===== src/rtl/pea_pkg.sv =====
// Shared PEA constants and the divider-share arbiter state type.
package pea_pkg;
    localparam int N_BITS      = 32;
    localparam int N_DIV_STAGE = 8;
    localparam int N_DIV_REQ   = 4;

    typedef enum logic [1:0] {
        IDLE = 2'd0,
        RUN  = 2'd1,
        RESP = 2'd2
    } arb_fsm_t;
endpackage


===== src/rtl/div_share_arbiter_if.sv =====
// Requester-side request/response channels of the shared divider.
interface div_share_arbiter_if #(
    parameter int N_REQ  = pea_pkg::N_DIV_REQ,
    parameter int N_BITS = pea_pkg::N_BITS
);
    logic [N_REQ-1:0]             req_valid;
    logic [N_REQ-1:0]             req_ready;
    logic [N_REQ-1:0][N_BITS-1:0] req_n;
    logic [N_REQ-1:0][N_BITS-1:0] req_d;
    logic [N_REQ-1:0]             rsp_valid;
    logic [N_REQ-1:0]             rsp_ready;
    logic [N_BITS-1:0]            rsp_q;
    logic [N_BITS-1:0]            rsp_r;

    modport master (
        output req_valid, req_n, req_d, rsp_ready,
        input  req_ready, rsp_valid, rsp_q, rsp_r
    );
    modport slave (
        input  req_valid, req_n, req_d, rsp_ready,
        output req_ready, rsp_valid, rsp_q, rsp_r
    );
endinterface


===== src/rtl/rr_arbiter.sv =====
// Combinational round-robin pick: first request at or above ptr, wrapping.
module rr_arbiter #(
    parameter int N  = 4,
    parameter int IW = $clog2(N)
) (
    input  logic [N-1:0]  req,
    input  logic [IW-1:0] ptr,
    output logic [N-1:0]  gnt,
    output logic [IW-1:0] idx,
    output logic          any
);
    logic [IW-1:0] k;

    always_comb begin
        gnt = '0;
        idx = '0;
        any = 1'b0;
        k   = '0;
        for (int i = 0; i < N; i++) begin
            k = IW'((int'(ptr) + i) % N);
            if (!any && req[k]) begin
                any    = 1'b1;
                gnt[k] = 1'b1;
                idx    = k;
            end
        end
    end
endmodule


===== src/rtl/div_share_arbiter.sv =====
// Time-shares one multicycle divider between N_REQ requesters (round robin);
// divide-by-zero is answered locally without touching the divider.
module div_share_arbiter #(
    parameter int N_REQ       = pea_pkg::N_DIV_REQ,
    parameter int N_BITS      = pea_pkg::N_BITS,
    parameter int N_DIV_STAGE = pea_pkg::N_DIV_STAGE
) (
    input  logic              clk_i,
    input  logic              rst_n_i,
    div_share_arbiter_if.slave bus,
    output logic              div_en_o,
    output logic [N_BITS-1:0] div_n_o,
    output logic [N_BITS-1:0] div_d_o,
    input  logic [N_BITS-1:0] div_q_i,
    input  logic [N_BITS-1:0] div_r_i,
    input  logic              div_valid_i,
    output logic              busy_o
);
    import pea_pkg::*;

    localparam int IW = $clog2(N_REQ);
    localparam int CW = (N_DIV_STAGE > 1) ? $clog2(N_DIV_STAGE) : 1;
    localparam logic [CW-1:0] CNT_LAST = CW'(N_DIV_STAGE - 1);

    arb_fsm_t          state, nxt;
    logic [IW-1:0]     rr_ptr, id, g_idx;
    logic [N_REQ-1:0]  g_onehot, req_ready, rsp_valid;
    logic              g_any, div0, en_last, run_done;
    logic [N_BITS-1:0] n_r, d_r, q_r, r_r;
    logic [CW-1:0]     cnt;
    logic              en_done, got;

    rr_arbiter #(.N(N_REQ), .IW(IW)) u_rr (
        .req (bus.req_valid),
        .ptr (rr_ptr),
        .gnt (g_onehot),
        .idx (g_idx),
        .any (g_any)
    );

    assign div0     = (bus.req_d[g_idx] == '0);
    assign en_last  = !en_done && (cnt == CNT_LAST);
    // Leave RUN only once both the result is in and the enable burst is complete,
    // so the divider's internal counter is back at zero for the next operation.
    assign run_done = (got || div_valid_i) && (en_done || en_last);

    always_ff @(posedge clk_i or negedge rst_n_i) begin
        if (!rst_n_i) state <= IDLE;
        else          state <= nxt;
    end

    always_comb begin
        nxt       = state;
        req_ready = '0;
        rsp_valid = '0;
        div_en_o  = 1'b0;
        case (state)
            IDLE: if (g_any && rst_n_i) begin
                req_ready = g_onehot;
                nxt       = div0 ? RESP : RUN;
            end
            RUN: begin
                div_en_o = !en_done;
                if (run_done) nxt = RESP;
            end
            RESP: begin
                rsp_valid[id] = 1'b1;
                if (bus.rsp_ready[id]) nxt = IDLE;
            end
            default: nxt = IDLE;
        endcase
    end

    always_ff @(posedge clk_i or negedge rst_n_i) begin
        if (!rst_n_i) begin
            rr_ptr  <= '0;
            id      <= '0;
            n_r     <= '0;
            d_r     <= '0;
            q_r     <= '0;
            r_r     <= '0;
            cnt     <= '0;
            en_done <= 1'b0;
            got     <= 1'b0;
        end else begin
            case (state)
                IDLE: if (g_any) begin
                    id      <= g_idx;
                    n_r     <= bus.req_n[g_idx];
                    d_r     <= bus.req_d[g_idx];
                    cnt     <= '0;
                    en_done <= 1'b0;
                    got     <= 1'b0;
                    if (div0) begin
                        q_r <= '1;
                        r_r <= bus.req_n[g_idx];
                    end
                end
                RUN: begin
                    if (!en_done) begin
                        cnt <= cnt + 1'b1;
                        if (cnt == CNT_LAST) en_done <= 1'b1;
                    end
                    if (div_valid_i) begin
                        q_r <= div_q_i;
                        r_r <= div_r_i;
                        got <= 1'b1;
                    end
                end
                RESP: if (bus.rsp_ready[id])
                    rr_ptr <= (id == IW'(N_REQ - 1)) ? '0 : id + 1'b1;
                default: ;
            endcase
        end
    end

    assign bus.req_ready = req_ready;
    assign bus.rsp_valid = rsp_valid;
    assign bus.rsp_q     = q_r;
    assign bus.rsp_r     = r_r;
    assign div_n_o       = n_r;
    assign div_d_o       = d_r;
    assign busy_o        = (state != IDLE);
endmodule


===== src/flat_wrapper.sv =====
// flat-port wrapper written by rule: the top's interface ports become plain ports
module div_share_arbiter_flat import pea_pkg::*;
#(
    parameter int N_REQ       = pea_pkg::N_DIV_REQ,
    parameter int N_BITS      = pea_pkg::N_BITS,
    parameter int N_DIV_STAGE = pea_pkg::N_DIV_STAGE
)
  (clk_i, rst_n_i, div_en_o, div_n_o, div_d_o, div_q_i, div_r_i, div_valid_i, busy_o, bus_req_valid, bus_req_n, bus_req_d, bus_rsp_ready, bus_req_ready, bus_rsp_valid, bus_rsp_q, bus_rsp_r);
  div_share_arbiter_if #(.N_REQ(N_REQ), .N_BITS(N_BITS)) bus_i ();
  input  logic clk_i;
  input  logic rst_n_i;
  output logic div_en_o;
  output logic [N_BITS-1:0] div_n_o;
  output logic [N_BITS-1:0] div_d_o;
  input  logic [N_BITS-1:0] div_q_i;
  input  logic [N_BITS-1:0] div_r_i;
  input  logic div_valid_i;
  output logic busy_o;
  input wire logic [$bits(bus_i.req_valid)-1:0] bus_req_valid;
  input wire logic [$bits(bus_i.req_n)-1:0] bus_req_n;
  input wire logic [$bits(bus_i.req_d)-1:0] bus_req_d;
  input wire logic [$bits(bus_i.rsp_ready)-1:0] bus_rsp_ready;
  output wire logic [$bits(bus_i.req_ready)-1:0] bus_req_ready;
  output wire logic [$bits(bus_i.rsp_valid)-1:0] bus_rsp_valid;
  output wire logic [$bits(bus_i.rsp_q)-1:0] bus_rsp_q;
  output wire logic [$bits(bus_i.rsp_r)-1:0] bus_rsp_r;
  assign bus_i.req_valid = bus_req_valid;
  assign bus_i.req_n = bus_req_n;
  assign bus_i.req_d = bus_req_d;
  assign bus_i.rsp_ready = bus_rsp_ready;
  assign bus_req_ready = bus_i.req_ready;
  assign bus_rsp_valid = bus_i.rsp_valid;
  assign bus_rsp_q = bus_i.rsp_q;
  assign bus_rsp_r = bus_i.rsp_r;
  div_share_arbiter #(.N_REQ(N_REQ), .N_BITS(N_BITS), .N_DIV_STAGE(N_DIV_STAGE)) u_core (.clk_i(clk_i), .rst_n_i(rst_n_i), .bus(bus_i), .div_en_o(div_en_o), .div_n_o(div_n_o), .div_d_o(div_d_o), .div_q_i(div_q_i), .div_r_i(div_r_i), .div_valid_i(div_valid_i), .busy_o(busy_o));
endmodule

===== config.mk =====
export PLATFORM = sky130hd
export DESIGN_NAME = div_share_arbiter_flat
export DESIGN_NICKNAME = d
export VERILOG_FILES = /design/src/rtl/pea_pkg.sv /design/src/rtl/div_share_arbiter_if.sv /design/src/rtl/rr_arbiter.sv /design/src/rtl/div_share_arbiter.sv /design/src/flat_wrapper.sv
export SDC_FILE = /design/constraint.sdc
export NUM_CORES = 1
export LEC_CHECK = 0
export ABC_AREA = 1
export BUFFER_PORTS_ARGS = -buffer_cell sky130_fd_sc_hd__buf_2
export CAP_MARGIN = 10
export CELL_PAD_IN_SITES_DETAIL_PLACEMENT = 0
export CELL_PAD_IN_SITES_GLOBAL_PLACEMENT = 2
export CORE_MARGIN = 2
export CORE_UTILIZATION = 23
export DETAILED_ROUTE_END_ITERATION = 6
export HOLD_SLACK_MARGIN = 0.02
export PLACE_DENSITY_LB_ADDON = 0.1
export SLEW_MARGIN = 20
export SYNTH_ARGS = -nofsm -noshare
export SYNTH_HDL_FRONTEND = slang
export SYNTH_HIERARCHICAL = 1
export SYNTH_SLANG_ARGS = --single-unit
export TNS_END_PERCENT = 30

===== constraint.sdc =====
create_clock -name clk_i -period 3.4 [get_ports clk_i]
set_input_delay 0.17 -clock clk_i [delete_from_list [all_inputs] [get_ports clk_i]]
set_output_delay 0.17 -clock clk_i [all_outputs]
set_load 0.05 [all_outputs]

# --- After elaboration in Yosys (flattened, before gate mapping) ---
# Index checks and enable logic that the tools add are counted.
# Widths: inputs -> output; s select.
classes:
  add_sub_neg: 5
  magnitude_cmp: 11
  eq_ne: 11
  n_mux: 63
  bitwise: 3
  reduce_logical: 28
ops:
  columns: ["operator", "n"]
  rows:
  - ["$mux 32", 8]
  - ["$bmux 32 s2", 2]
  - ["$pmux 32 s2", 2]
  - ["$logic_not 32->1", 1]
  - ["$mux 4", 7]
  - ["$mux 1", 19]
  - ["$lt 2x3->1 const B", 6]
  - ["$mux 2", 9]
  - ["$or 4x4->4", 3]
  - ["$logic_and 1x1->1", 11]
  - ["$bmux 1 s2", 5]
  - ["$demux 1 s2", 5]
  - ["$ge 2x1->1 const B", 5]
  - ["$ne 2x1->1 const B", 5]
  - ["$reduce_and 3->1", 3]
  - ["$mux 3", 2]
  - ["$pmux 2 s3", 1]
  - ["$pmux 3 s2", 1]
  - ["$reduce_and 2->1", 3]
  - ["$add 2x1->2 const B", 2]
  - ["$add 2x2->2 const B", 2]
  - ["$eq 2x2->1 const B", 2]
  - ["$logic_not 1->1", 4]
  - ["$ne 2x2->1 const B", 2]
  - ["other kinds (8)", 11]
totals:
  regBits: 139
  input_bits: 331
  out_inout_bits: 138
  wordCells: 131

# --- Logic depth before layout (Yosys ltp) ---
depth:
  word_depth: 18
  depth_mapped: 25
  mapped_depth_nobuf: 21

# --- Modules after synthesis ---
# The synthesis kept the hierarchy.
modules_own_cells:
  columns: ["module", "n_inst", "cells_each", "area_each_um2", "seq_area_each_um2"]
  rows:
  - ["div_share_arbiter", 1, 1136, 8005.2, 3478.3]
  - ["rr_arbiter", 1, 74, 440.4, 0.0]

# --- Least setup slack after synthesis ---
# Ideal clock, no wire load.
synth_path:
  kind: "reg2reg"
  startpoint: "register u_core.rr_ptr[0]"
  endpoint: "register u_core.q_r[0] (netlist: u_core/bus.rsp_q[0])"
  setup_time_ns: 0.119
  t_arrival_ns: 2.957
  t_required_ns: 3.281
  slack_ns: 0.324
  stages_incl_launch_ff: 23
  n_path_buf: 3
  period_less_slack_ns: 3.076
  path_cell_list: "dfrtp_1 > inv_2 > ha_1 > inv_1 > nand3_1 > nand2_1 > nor2_1 > a21oi_1 > nand3_1 > buf_2 > clkbuf_1 > nand3_1 > nand2_1 > nand2_1 > nor2_1 > nand2_1 > nor2_1 > nand2_1 > nand2_2 > nand2_2 > buf_2 > nand2_1 > nand2_1"
synth_via:
  elab_chain_cells: 17
  word_cells_on_any_way: 31
  cone_classes: "add/sub: 3; eq/ne: 2; mux: 18; reduce/logical: 8"
synth_lines:
  columns: ["item", "line_no", "rtl"]
  rows:
  - ["start: declaration", "div_share_arbiter.sv:26", "logic [IW-1:0] rr_ptr, id, g_idx;"]
  - ["start signal: assignment", "div_share_arbiter.sv:111", "rr_ptr <= (id == IW'(N_REQ - 1)) ? '0 : id + 1'b1;"]
  - ["parallel branches: the longest is 11 deep, another holds $add 2x1->2", null, null]
  - ["$mux 2 (*)", "rr_arbiter.sv:21", "if (!any && req[k]) begin"]
  - ["via u_core.g_idx[1]", "div_share_arbiter.sv:26", null]
  - ["$bmux 32 s2 (*)", "div_share_arbiter.sv:41", "assign div0 = (bus.req_d[g_idx] == '0);"]
  - ["$mux 32 (not written as such) (*)", "div_share_arbiter.sv:41", null]
  - ["$logic_not 32->1 (*)", "div_share_arbiter.sv:41", null]
  - ["$ne 2x1->1 (no line) (*)", null, null]
  - ["$reduce_and 4->1 (no line) (*)", null, null]
  - ["end signal: assignment", "div_share_arbiter.sv:105", "q_r <= div_q_i;"]
  - ["end: declaration", "div_share_arbiter.sv:29", "logic [N_BITS-1:0] n_r, d_r, q_r, r_r;"]
# Mark *: on every way through the listed nets, which the timed path passes. The select of a mux whose other input is x is not followed.
# A chain may end at the register's enable or synchronous reset.

# --- Worst setup path in the final report ---
layout_path:
  startpoint: "register u_core.rr_ptr[0]"
  endpoint: "register u_core.r_r[31] (netlist: u_core/bus.rsp_r[31])"
layout_via:
  elab_chain_cells: 17
  word_cells_on_any_way: 36
  cone_classes: "add/sub: 3; eq/ne: 2; mux: 23; reduce/logical: 8"
layout_lines:
  columns: ["item", "line_no", "rtl"]
  rows:
  - ["parallel branches: the longest is 11 deep, another holds $add 2x1->2", null, null]
  - ["$mux 2 (*)", "rr_arbiter.sv:21", null]
  - ["via u_core.g_idx[0]", "div_share_arbiter.sv:26", null]
  - ["$bmux 32 s2 (on tied branches)", "div_share_arbiter.sv:41, div_share_arbiter.sv:96", null]
  - ["$mux 32 (on tied branches)", "div_share_arbiter.sv:41, div_share_arbiter.sv:96", null]
  - ["$logic_not 32->1 / $mux 32 (equally long branches)", "div_share_arbiter.sv:41, div_share_arbiter.sv:94", null]
  - ["$ne 2x1->1 (no line) / $mux 32 (equally long branches)", null, null]
  - ["$reduce_and 4->1 (no line) / $pmux 32 s2 (equally long branches)", null, null]
  - ["end signal: assignment", "div_share_arbiter.sv:96", "r_r <= bus.req_n[g_idx];"]
  - ["end signal: assignment", "div_share_arbiter.sv:106", "r_r <= div_r_i;"]
  - ["end: declaration", "div_share_arbiter.sv:29", null]
# Marked as above.

==> reports/qor.yml <==
setup_viol: 0
timing.rr.end: "u_core/bus.rsp_r[31]$_DFFE_PN0P_"
syn_inst: 1210
layout.nets: 2003
synth_edf_count: 0
routed.top_layer: "met5"
reg2regPathDepth: 23
clk_latency_ns: 0.42
yosys_warnings: 6
path_cells: "buf_4 > nand2_1 > nand2_2 > nand2_1 > nand2_2 > nor2_4 > nand4_1 > nand3_4 > inv_8 > buf_12 > nand2_1 > nand3_1 > nand2_1 > nand2_1 > nor2_1 > nand2_1 > nor2_2 > nand2_2 > nand2_4 > nand2_8 > clkbuf_16 > nand2_1 > nand2_1"
clk_pin_slew_worst_paths_ns: 0.07
start_util_pct: 23.24
hold_viol_final: 0
drive_gt1_share_pct: 37.22
layout_commonest_cell: "nand2_1"
finalNonFillerCells: 2145
pin_count: 469
core_area_um2: 36350
cp.buffers_inverters: 4
status: "completed"
ys_dominant_reg_cell: "dfrtp_1"
wirelength_mm: 39.23
setup-tns-final_ns: 0
die_width_um: 195.6
wl_met1_mm: 17.22
cp_slowest_cell: "dfrtp_1"
post_drt_wl_per_cell_um: 18.29
grt_max_degree: 138
fin_worst_skew_ns: 0.01303
crit_fanout: 16
cap_violations: 0
slew_viol_final: 0
root_buffer: "clkbuf_16"
max_slew_margin_pct: 53.37
regToRegStartpoint: "u_core/rr_ptr[0]$_DFFE_PN0P_"
min_path_type: "in2reg"
io_buffers: 468
worst_path_most_repeated_cell: "nand2_1"
cp_top_family: "simple AND/OR/NAND/NOR gates"
dp_hpwl_mm: 29.52
regToRegSetupSlack_ns: 0.16
route.met2.wl_mm: 18.88
grt_usage_pct: 19.46
rows: 70
cp-end-kind: "register"
drt_pre_antenna_iters: 5
cts_buffers: 17
arrival_ns: 3.54
finalCritPeriodShare_pct: 95.33
wl_met3_mm: 2.548
required_ns: 3.70
cts_num_sinks: 139
tightestPinTransition_ns: 0.6968
grt_pass1_wl_mm: 57.46
syn_area_um2: 8446
hold_start: "div_q_i[25]"
clock_path_buffers: 2
ys_types: 28
place_congestion: 0.8027
max_freq_mhz: 308.5
syn_to_final_growth_pct: 45.67
detail-route-antenna-nets: 0
drt_iter0_drc: 410
die-area_um2: 38270
layout_common_cells: "nand2_1 (531), buf_2 (467), nand3_1 (146)"
ys_seq_elements: 139
min_delay_path_depth: 4
rsz0062_at_grt: "yes"
synth_area_per_cell_um2: 6.980
htree_levels: 4
cts_tree: "built"
path_class: "reg2reg"
vias: 9729
dpl.cell_count: 2096
post-route-min-period_ns: 3.241
syn-num-nets: 1552
start_kind: "register"
synthArstFlopShare_pct: 100.0
vias_per_cell: 4.536
yosysSeqAreaShare_pct: 41.19
post_dp_cell_area_um2: 11370
slowest_delay_ns: 0.39
drcViolationCount: 0
antenna_found_initial: 5
fp.dieH_um: 195.6
grt_pass1_vias: 9727
stdcell_area_um2: 12300
overflow: 0
min_to: "u_core/bus.rsp_q[25]$_DFFE_PN0P_"
final cells by class:
type                    count  area, µm²
multi-input cells         959       4572
diodes                      3      7.507
flip-flops and latches    139       3478
fillers                  4028      24040
repair buffers            520       2957
clock buffers              17      425.4
well taps                 468      585.6
clock inverters            15      175.2
inverters                  24      102.6
worst min-delay path, cell delays in order:
cell and delay (ns):
buf_2 0.07, or2_2 0.09, nand3_1 0.06, nand2_1 0.06
Yosys cell counts, types with 2 or more instances:
master      n  area share (%)
nand2_1   541              24
nand3_1   149             8.8
dfrtp_1   139              41
o21ai_0   102             6.0
a21oi_1    39             2.3
clkbuf_1   36             1.6
or2_2      33             2.4
a32o_1     32             3.8
buf_2      30             1.8
nor2_1     24             1.1
inv_1      21            0.93
ha_1       11             1.6
buf_1      10            0.44
buf_4       9            0.80
nand2_2     9            0.67
nand4_1     7            0.52
a21boi_0    4            0.36
buf_6       3            0.40
inv_2       2           0.089
metrics by stage:
| stage | setup slack (ns) | hold WS (ns) | utilization (%) |
|---|---|---|---|
| floorplan | 0.3235 | -0.1256 | - |
| global placement | 0.01505 | 0.2035 | 31.28 |
| detailed placement | -0.001608 | 0.2095 | 31.28 |
| CTS | 0.02119 | 0.04878 | 32.98 |
| global route | -0.08008 | 0.05746 | 33.84 |
| finish | 0.1586 | 0.07155 | 33.85 |
logic make-up after synthesis:
logic type / synth area share (%)
multiplexers: 0.2518
flip-flops: 41.19
AO/OA/AOI/OAI: 12.61
adder cells (fa/ha/maj): 1.630
buffers and inverters: 6.089
AND/OR/NAND/NOR: 38.24
how the worst max path moves through the flow:
| stage | start | endpoint | slack, ns | cells after the start |
|---|---|---|---|---|
| CTS | u_core/rr_ptr[0]$_DFFE_PN0P_ | u_core/bus.rsp_q[18]$_DFFE_PN0P_ | 0.02 | 23 |
| global placement | u_core/rr_ptr[0]$_DFFE_PN0P_ | u_core/bus.rsp_q[0]$_DFFE_PN0P_ | 0.02 | 22 |
| floorplan | u_core/rr_ptr[0]$_DFFE_PN0P_ | u_core/bus.rsp_q[0]$_DFFE_PN0P_ | 0.32 | 22 |
| global route | u_core/rr_ptr[1]$_DFFE_PN0P_ | u_core/bus.rsp_r[31]$_DFFE_PN0P_ | -0.08 | 23 |
| detailed placement | u_core/rr_ptr[0]$_DFFE_PN0P_ | u_core/bus.rsp_q[3]$_DFFE_PN0P_ | -0.002 | 23 |
| finish | u_core/rr_ptr[0]$_DFFE_PN0P_ | u_core/bus.rsp_r[31]$_DFFE_PN0P_ | 0.16 | 23 |
sequential cells by signal, indices dropped and copies added (netlist names):
signal and cells:
u_core/bus.rsp_r 32, u_core/div_n_o 32, u_core/got 1, u_core/cnt 3
u_core/en_done 1, u_core/id 2, u_core/state 2, u_core/rr_ptr 2
u_core/div_d_o 32, u_core/bus.rsp_q 32
per-layer routing:
metal | track usage [%] | vias up
met1 | 24.77 | 4535
met2 | 32.82 | 278
met4 | 4.297 | 4
met5 | 0 | -
met3 | 5.389 | 31
li1 | - | 4881
what timing repair did:
item	4_1_cts	5_1_grt
cloned	0	7
hold buffers	1	0
endpoints found under the hold margin	59	0
setup buffers	0	6
endpoints found under the setup margin	56	68
pin swaps	0	11
gates resized for setup	1	30
Power is not shown: default switching activity piles up to over one toggle a cycle in this logic, so the estimate is an artifact.
